<file path="config.mk">
export PLATFORM = sky130hd
export DESIGN_NAME = uart_alu_ctrl
export DESIGN_NICKNAME = d
export VERILOG_FILES = /design/src/rtl/uart_alu_ctrl.sv
export SDC_FILE = /design/constraint.sdc
export NUM_CORES = 2
export LEC_CHECK = 0
export CORE_MARGIN = 3
export CORE_UTILIZATION = 55
export DETAILED_ROUTE_END_ITERATION = 7
export PLACE_DENSITY_LB_ADDON = 0.2
export SLEW_MARGIN = 20
export SYNTH_ARGS = -nofsm -noshare
export SYNTH_HDL_FRONTEND = slang
export SYNTH_SLANG_ARGS = --single-unit
</file>
<file path="constraint.sdc">
create_clock -name clk_i -period 8.3 [get_ports clk_i]
set_clock_uncertainty 0.15 [all_clocks]
set_input_delay 1.66 -clock clk_i [delete_from_list [all_inputs] [get_ports clk_i]]
set_output_delay 1.66 -clock clk_i [all_outputs]
set_load 0.05 [all_outputs]
</file>
<file path="src/rtl/uart_alu_ctrl.sv">
// -----------------------------------------------------------------------------
// uart_alu_ctrl
//
// Packet engine that sits between the UART receive stream and the UART
// transmit stream. It parses byte packets of the form
//   [opcode, rsvd, len_lo, len_hi, payload...]
// where len is the total packet length including the 4-byte header.
//
//   OP_ECHO : payload is streamed straight back out, byte for byte.
//   OP_ADD  : payload is a list of 32-bit little-endian operands; the wrapping
//             sum is returned as 4 little-endian bytes.
//   OP_MUL  : as OP_ADD, but the low 32 bits of the product are returned.
//
// Unknown opcodes and arithmetic packets with an unusable length are consumed
// and discarded. drop_o pulses together with the last byte of the packet.
//
// Ports
//   clk_i          in   1  clock, all logic on the rising edge
//   reset_i        in   1  synchronous, active-high reset
//   s_axis_tdata   in   8  byte from UART RX
//   s_axis_tvalid  in   1  RX byte valid
//   s_axis_tready  out  1  this block accepts the RX byte
//   m_axis_tdata   out  8  byte to UART TX
//   m_axis_tvalid  out  1  TX byte valid
//   m_axis_tready  in   1  UART TX accepts the byte
//   busy_o         out  1  high whenever a packet is in progress
//   drop_o         out  1  one-cycle pulse when a packet is discarded
// -----------------------------------------------------------------------------
module uart_alu_ctrl #(
  parameter logic [7:0] OP_ECHO = 8'hEC,
  parameter logic [7:0] OP_ADD  = 8'hA0,
  parameter logic [7:0] OP_MUL  = 8'hA1
) (
  input  logic       clk_i,
  input  logic       reset_i,
  input  logic [7:0] s_axis_tdata,
  input  logic       s_axis_tvalid,
  output logic       s_axis_tready,
  output logic [7:0] m_axis_tdata,
  output logic       m_axis_tvalid,
  input  logic       m_axis_tready,
  output logic       busy_o,
  output logic       drop_o
);

  typedef enum logic [2:0] {
    ST_HDR,
    ST_ECHO,
    ST_OPND,
    ST_RES,
    ST_DROP
  } state_t;

  state_t      r_state;
  logic [1:0]  r_hdr_cnt;   // header byte index 0..3
  logic [7:0]  r_opcode;
  logic [7:0]  r_len_lo;
  logic [15:0] r_rem;       // payload bytes still to be transferred
  logic [1:0]  r_wb_cnt;    // byte index inside the current operand word
  logic [23:0] r_word;      // low three bytes of the operand being assembled
  logic        r_first;     // next complete word is the first operand
  logic [31:0] r_acc;
  logic [1:0]  r_res_idx;   // result byte being presented

  logic        w_s_fire;
  logic        w_m_fire;
  logic [15:0] w_len;
  logic        w_is_arith;
  logic        w_arith_ok;
  logic [31:0] w_word;
  logic [31:0] w_acc_next;
  logic [7:0]  w_res_byte;
  state_t      w_hdr_next;
  logic        w_hdr_drop;

  assign w_s_fire   = s_axis_tvalid & s_axis_tready;
  assign w_m_fire   = m_axis_tvalid & m_axis_tready;

  // Length is only meaningful while the 4th header byte (len_hi) is on the bus.
  assign w_len      = {s_axis_tdata, r_len_lo};
  assign w_is_arith = (r_opcode == OP_ADD) || (r_opcode == OP_MUL);
  assign w_arith_ok = (w_len >= 16'd8) && (w_len[1:0] == 2'b00);

  // Complete operand word when its 4th byte is on the bus.
  assign w_word     = {s_axis_tdata, r_word};
  assign w_acc_next = r_first                ? w_word :
                      (r_opcode == OP_ADD)   ? r_acc + w_word :
                                               r_acc * w_word;

  assign w_res_byte = r_acc[8*r_res_idx +: 8];
  assign busy_o     = (r_state != ST_HDR);

  // Where the packet goes once the header is complete. A header that claims
  // fewer than 4 bytes cannot carry a payload and is treated as malformed.
  always_comb begin
    // NOTE: every signal assigned in a combinational block gets a default
    // first, so no path through the case/if tree can infer a latch.
    w_hdr_next = ST_HDR;
    w_hdr_drop = 1'b0;
    if (r_opcode == OP_ECHO && w_len >= 16'd4) begin
      w_hdr_next = (w_len == 16'd4) ? ST_HDR : ST_ECHO;
    end else if (w_is_arith && w_arith_ok) begin
      w_hdr_next = ST_OPND;
    end else if (w_len <= 16'd4) begin
      w_hdr_drop = 1'b1;
    end else begin
      w_hdr_next = ST_DROP;
    end
  end

  // Stream handshakes. ECHO is a pure pass-through with no added latency;
  // RES presents the registered accumulator one byte at a time.
  always_comb begin
    s_axis_tready = 1'b1;
    m_axis_tvalid = 1'b0;
    m_axis_tdata  = w_res_byte;
    drop_o        = 1'b0;
    unique case (r_state)
      ST_HDR:  drop_o = s_axis_tvalid && (r_hdr_cnt == 2'd3) && w_hdr_drop;
      ST_ECHO: begin
        s_axis_tready = m_axis_tready;
        m_axis_tvalid = s_axis_tvalid;
        m_axis_tdata  = s_axis_tdata;
      end
      ST_OPND: ;
      ST_RES: begin
        s_axis_tready = 1'b0;
        m_axis_tvalid = 1'b1;
      end
      ST_DROP: drop_o = s_axis_tvalid && (r_rem == 16'd1);
      default: ;
    endcase
  end

  always_ff @(posedge clk_i) begin
    // NOTE: state is updated with non-blocking assignments so every register
    // samples the pre-edge values and the block order does not matter.
    if (reset_i) begin
      r_state   <= ST_HDR;
      r_hdr_cnt <= 2'd0;
      r_opcode  <= 8'h00;
      r_len_lo  <= 8'h00;
      r_rem     <= 16'd0;
      r_wb_cnt  <= 2'd0;
      r_word    <= 24'd0;
      r_first   <= 1'b1;
      r_acc     <= 32'd0;
      r_res_idx <= 2'd0;
    end else begin
      unique case (r_state)
        ST_HDR: begin
          if (w_s_fire) begin
            r_hdr_cnt <= r_hdr_cnt + 2'd1;
            case (r_hdr_cnt)
              2'd0:    r_opcode <= s_axis_tdata;
              2'd2:    r_len_lo <= s_axis_tdata;
              2'd3: begin
                r_state   <= w_hdr_next;
                r_rem     <= w_len - 16'd4;
                r_wb_cnt  <= 2'd0;
                r_first   <= 1'b1;
                r_res_idx <= 2'd0;
              end
              default: ;
            endcase
          end
        end

        ST_ECHO: begin
          if (w_s_fire) begin
            r_rem <= r_rem - 16'd1;
            if (r_rem == 16'd1) r_state <= ST_HDR;
          end
        end

        ST_OPND: begin
          if (w_s_fire) begin
            r_rem    <= r_rem - 16'd1;
            r_wb_cnt <= r_wb_cnt + 2'd1;
            case (r_wb_cnt)
              2'd0: r_word[7:0]   <= s_axis_tdata;
              2'd1: r_word[15:8]  <= s_axis_tdata;
              2'd2: r_word[23:16] <= s_axis_tdata;
              default: begin
                r_acc   <= w_acc_next;
                r_first <= 1'b0;
              end
            endcase
            // Length was checked to be a multiple of 4, so the last payload
            // byte always completes a word.
            if (r_rem == 16'd1) r_state <= ST_RES;
          end
        end

        ST_RES: begin
          if (w_m_fire) begin
            r_res_idx <= r_res_idx + 2'd1;
            if (r_res_idx == 2'd3) r_state <= ST_HDR;
          end
        end

        ST_DROP: begin
          if (w_s_fire) begin
            r_rem <= r_rem - 16'd1;
            if (r_rem == 16'd1) r_state <= ST_HDR;
          end
        end

        default: r_state <= ST_HDR;
      endcase
    end
  end

endmodule

</file>
Word level (Yosys, flattened, before mapping)
Index checks and enable logic that the tools add are counted.
- register bits after elaboration: 98
- bits in latches: 0
- bits in writable memories: 0
- ROM bits: 0
- output and inout bits: 12
- memories: 0
- add/sub/neg operators: 6
- multiply operators: 1
- divide/modulo/power cells: 0
- $lt $le $gt $ge: 3
- equality and inequality tests: 24
- shift operators: 1
- multiplexer cells: 37
- bitwise gates (word level): 3
- reductions and logical operators: 30
- operators with widths (cell ; count):
    two-way mux 32 bit ; 2
    two-way mux 16 bit ; 3
    two-way mux 3 bit ; 11
    adder 32 bit ; 1
    multiplier 32 x 32 -> 32 bit ; 1
    case mux 16 bit (2 select lines) ; 1
    indexed part select 32 x 6 -> 8 bit ; 1
    equality test 8 bit, second input constant ; 3
    AND reduction 3 bit ; 6
    equality test 16 x 1 -> 1 bit, second input constant ; 1
    equality test 16 x 3 -> 1 bit, second input constant ; 1
    greater-or-equal comparator 16 x 3 -> 1 bit, second input constant ; 1
    greater-or-equal comparator 16 x 4 -> 1 bit, second input constant ; 1
    <= comparator 16 x 3 -> 1 bit, second input constant ; 1
    subtractor 16 x 1 -> 16 bit, second input constant ; 1
    subtractor 16 x 3 -> 16 bit, second input constant ; 1
    inequality test 2 bit, second input constant ; 7
    case mux 3 bit (4 select lines) ; 1
    AND reduction 4 bit ; 3
    equality test 2 bit, second input constant ; 4
    two-way mux 1 bit ; 8
    two-way mux 2 bit ; 4
    two-way mux 8 bit ; 1
    case mux 1 bit (2 select lines) ; 4
    other kinds (20) ; 37

Longest topological paths before layout
- depth in word-level cells: 8
- gate-level depth with buffers: 28
- gate-level depth less buffers: 25

Worst setup path before layout
No wires, ideal clock.
- kind: input -> register
- from: input port s_axis_tdata[0]
- to: register r_acc[30]
- library setup time: 0.074 ns
- arrival time: 7.477 ns
- data required time: 8.076 ns
- path slack: 0.599 ns
- stages: 24
- path through: clkbuf_1 -> clkbuf_1 -> nand2_1 -> fa_1 -> inv_1 -> fa_1 -> inv_1 -> fa_1 -> inv_1 -> fa_1 -> inv_1 -> fa_1 -> fa_1 -> inv_1 -> fa_1 -> fa_1 -> ha_1 -> nor2b_1 -> o21ai_0 -> o31ai_1 -> a2111oi_0 -> o211ai_1 -> o2bb2ai_1 -> a31oi_1
- cells in the longest elaborated chain, start to end: 3
- elaborated cells on any way between the ends: 4
- those cells by class: 1 x add/sub; 1 x mul; 2 x mux
- RTL lines (what ; line ; text):
    from (decl) ; 36 ; input logic [7:0] s_axis_tdata,
    multiplier 32 x 32 -> 32 bit or adder 32 bit (tied branches) ; 88, 87 ;
    two-way mux 32 bit (*) ; 87 ; (r_opcode == OP_ADD) ? r_acc + w_word :
    two-way mux 32 bit (*) ; 86 ; assign w_acc_next = r_first ? w_word :
    to (signal assigned) ; 185 ; r_acc <= w_acc_next;
    to (decl) ; 62 ; logic [31:0] r_acc;
Every way passes the cells marked *; elsewhere a longest branch is shown, timed or not.
A chain may end at the register's enable or synchronous reset.

Worst setup path after layout
- from: input port s_axis_tdata[1]
- to: register r_acc[30]
The elaborated chain is that of the path after synthesis.

==> impl_metrics.env <==
export IMPL_cts_htree_levels=3
export IMPL_fin_util_pct=59.6
export IMPL_fill_cells=3584
export IMPL_firstDrtPassIters=8
export IMPL_worstSkewPairLatency_ns=0.36
export IMPL_post_drt_wl_per_cell_um=22.3
export IMPL_p_seq_share_pct=36.8
export IMPL_rsz0062_at_grt="false"
export IMPL_path_class="primary input to flop"
export IMPL_maxCapViolations=0
export IMPL_crit_buf_inv=5
export IMPL_dieArea_mm2=0.0437
export IMPL_cts_buffers=9
export IMPL_syn_inst=2660
export IMPL_drive_gt1_share_pct=5.89
export IMPL_detail_route_iter0_violations=1926
export IMPL_via_per_inst=5.94
export IMPL_place_congestion=1.02
export IMPL_grt_antenna_before_repair=2
export IMPL_cts_num_sinks=98
export IMPL_dpl_hpwl_um=55600
export IMPL_max_slew_margin_pct=26.2
export IMPL_p_sw_uw=614
export IMPL_synthesis_area_mm2=0.0227
export IMPL_ys_top_cells_by_area="fa_1 36%, ha_1 9.2%, dfxtp_1 8.6%"
export IMPL_die_w_um=209
export IMPL_root_buffer="clkbuf_16"
export IMPL_cpLargestDelayFamily="adder cells"
export IMPL_synth_edff_count=0
export IMPL_p_comb_share_pct=33.7
export IMPL_worst_pin_slew_ns=1.10
export IMPL_peakVddDrop_uv=233
export IMPL_period_minus_slack_ns=8.02
export IMPL_grt_pass1_vias=19806
export IMPL_num_vias=18763
export IMPL_synthTopCellsByCount="412 x inv_1, 409 x fa_1, 329 x nand2_1"
export IMPL_syn_avg_cell_area_um2=8.53
export IMPL_rows=73
export IMPL_die_y_um=209
export IMPL_path_clk_slew_ns=0.07
export IMPL_crit_required_ns=8.44
export IMPL_drv_slew=0
export IMPL_p_sw_share_pct=39.8
export IMPL_start_util_pct=56.3
export IMPL_syn_nets=3248
export IMPL_p_total_mw=1.54
export IMPL_hold_depth=2
export IMPL_hp_class="flop to flop"
export IMPL_critPathMaxFanout=7
export IMPL_cp_cell_sequence="clkdlybuf4s50_1 -> and2_1 -> fa_1 -> inv_1 -> fa_1 -> inv_1 -> fa_1 -> fa_1 -> inv_1 -> fa_1 -> fa_1 -> fa_1 -> fa_1 -> inv_1 -> ha_1 -> o21ai_0 -> o31ai_1 -> a2111oi_1 -> o211ai_1 -> o2bb2ai_1 -> a31oi_1"
export IMPL_layout_nets=3216
export IMPL_timing_final_hold_violations=0
export IMPL_clock_fmax_mhz=125
export IMPL_core_area_mm2=0.0403
export IMPL_critical_path_slowest_cell="clkdlybuf4s50_1"
export IMPL_status="complete, no violations"
export IMPL_setup_viol=0
export IMPL_power_density_mw_per_mm2=64.3
export IMPL_end_kind="flop"
export IMPL_leakage_nw=11.2
export IMPL_yosysWarnings=0
export IMPL_synthArstFlopShare_pct=0
export IMPL_seq_area_frac_synth_pct=8.65
export IMPL_routed_wl_um=70600
export IMPL_ys_types=86
export IMPL_final_area_mm2=0.0240
export IMPL_postCtsSetupRepairBufs=0
export IMPL_synth_top_area_share_pct=36.1
export IMPL_dpl_cell_area_mm2=0.0237
export IMPL_ys_seq_elements=98
export IMPL_ctsHoldBuffers=0
export IMPL_start_kind="primary input"
export IMPL_synth_top_area_cell="fa_1"
export IMPL_cp_depth=21
export IMPL_antenna_left=0
export IMPL_min_period_over_period_pct=96.6
export IMPL_crit_top_cell="fa_1"
export IMPL_reg2reg_depth=23
export IMPL_clockBufferDepth=2
export IMPL_p_clk_share_pct=29.4
export IMPL_yosys_cell_count_top_type="inv_1"
export IMPL_grt_start_max_net_pins=71
export IMPL_areaGrowthSynthToFinish_pct=5.82
export IMPL_grt_ovfl_total=0
export IMPL_drc_errors=0
export IMPL_critPathMaxStageDelay_ns=0.67
export IMPL_grt_pass1_wl_um=112000
export IMPL_synth_main_ff_cell="dfxtp_1"
export IMPL_ios=24
export IMPL_tritoncts="done"
export IMPL_p_int_uw=929
export IMPL_portBuffers=23
export IMPL_grt_use_total_pct=32.9
export IMPL_cp_data_arrival_time_ns=8.16
state kept, by name, summed over array words and instances (netlist names):
signal,flops
r_acc,32
r_first,1
r_hdr_cnt,2
r_len_lo,8
r_opcode,8
r_rem,16
r_res_idx,2
r_state,3
r_wb_cnt,2
r_word,24
cells in the final DEF (no fill, tap or decap), types with 19 or more instances in the layout:
master / n
a211oi_1: 26
a21o_1: 19
a21oi_1: 133
and2_1: 302
buf_4: 92
clkdlybuf4s50_1: 22
dfxtp_1: 96
fa_1: 409
ha_1: 167
inv_1: 412
nand2_1: 329
nand3_1: 68
nor2_1: 86
nor3_1: 38
o21ai_0: 61
xnor2_1: 78
xor2_1: 32
power by group through the flow:
| stage | registers (mW) | logic [mW] | clock network [mW] |
|---|---|---|---|
| 5_1_grt | 0.574 | 0.570 | 0.473 |
| 2_1_floorplan | 0.551 | 0.389 | 0 |
| 3_3_place_gp | 0.575 | 0.501 | 0 |
| 4_1_cts | 0.566 | 0.511 | 0.455 |
| 6_report | 0.569 | 0.520 | 0.454 |
| 3_5_place_dp | 0.577 | 0.509 | 0 |
routing by layer:
| layer | wire length (um) | global-route usage (%) | vias to the layer above |
|---|---|---|---|
| met5 | 0 | 0 | - |
| li1 | - | - | 8315 |
| met2 | 31500 | 51.1 | 930 |
| met4 | 2900 | 12.6 | 0 |
| met3 | 7270 | 7.31 | 175 |
| met1 | 28900 | 45.2 | 9343 |
kinds of logic (layout without fill, tap and decap cells):
group	after synthesis	after routing	share of synthesized area, %
simple gates	914	914	20.4
fa+ha+maj	576	576	45.3
buf+inv	571	544	9.51
compound gates	373	373	10.6
xor+xnor	110	110	4.25
flops	98	98	8.65
mux	18	18	1.28
other cells	0	3	0
metrics by stage:
stage	cells	setup slack (ns)	hold WS, ns	TNS [ns]
final	3161	0.279	0.308	0
after global routing	3158	0.0120	0.325	0
after CTS	3158	0.302	0.306	0
after detailed placement	3142	-0.0394	0.296	-0.0394
after global placement	3142	0.119	0.293	0
after floorplan	2660	0.599	0.282	0
worst reg2reg max path: cells and delay by family (launching register included):
family | cells | cell delay, ns
AO/OA/AOI/OAI | 7 | 1.85
adder cells (fa/ha/maj) | 9 | 4.04
flip-flops | 1 | 0.93
AND/OR/NAND/NOR | 3 | 0.40
buffers and inverters | 4 | 0.48
worst paths after layout:
| kind | from | endpoint | slack [ns] |
|---|---|---|---|
| worst min register to register | r_opcode[1] | r_opcode[1] | 0.31 |
| worst max-delay path | s_axis_tdata[1] | r_acc[30] | 0.28 |
| worst max register to register | r_word[8] | r_acc[26] | 0.32 |
| worst min-delay path | r_opcode[1] | r_opcode[1] | 0.31 |
timing repair:
item                                   4_1_cts  5_1_grt
endpoints found under the hold margin        0        0
setup endpoints to repair                    0        2
resized for setup                            0        2
layout make-up:
type	count	area, um^2	area share, %
multi-input combinational	1991	18600	77.4
clock inverter	6	72.6	0.302
clock buffer	10	239	0.995
tap	525	657	2.74
antenna	3	7.51	0.0313
inverter	412	1550	6.44
timing repair buffer	116	951	3.96
sequential	98	1960	8.18
Note: power is estimated with default switching activity, not from simulation.
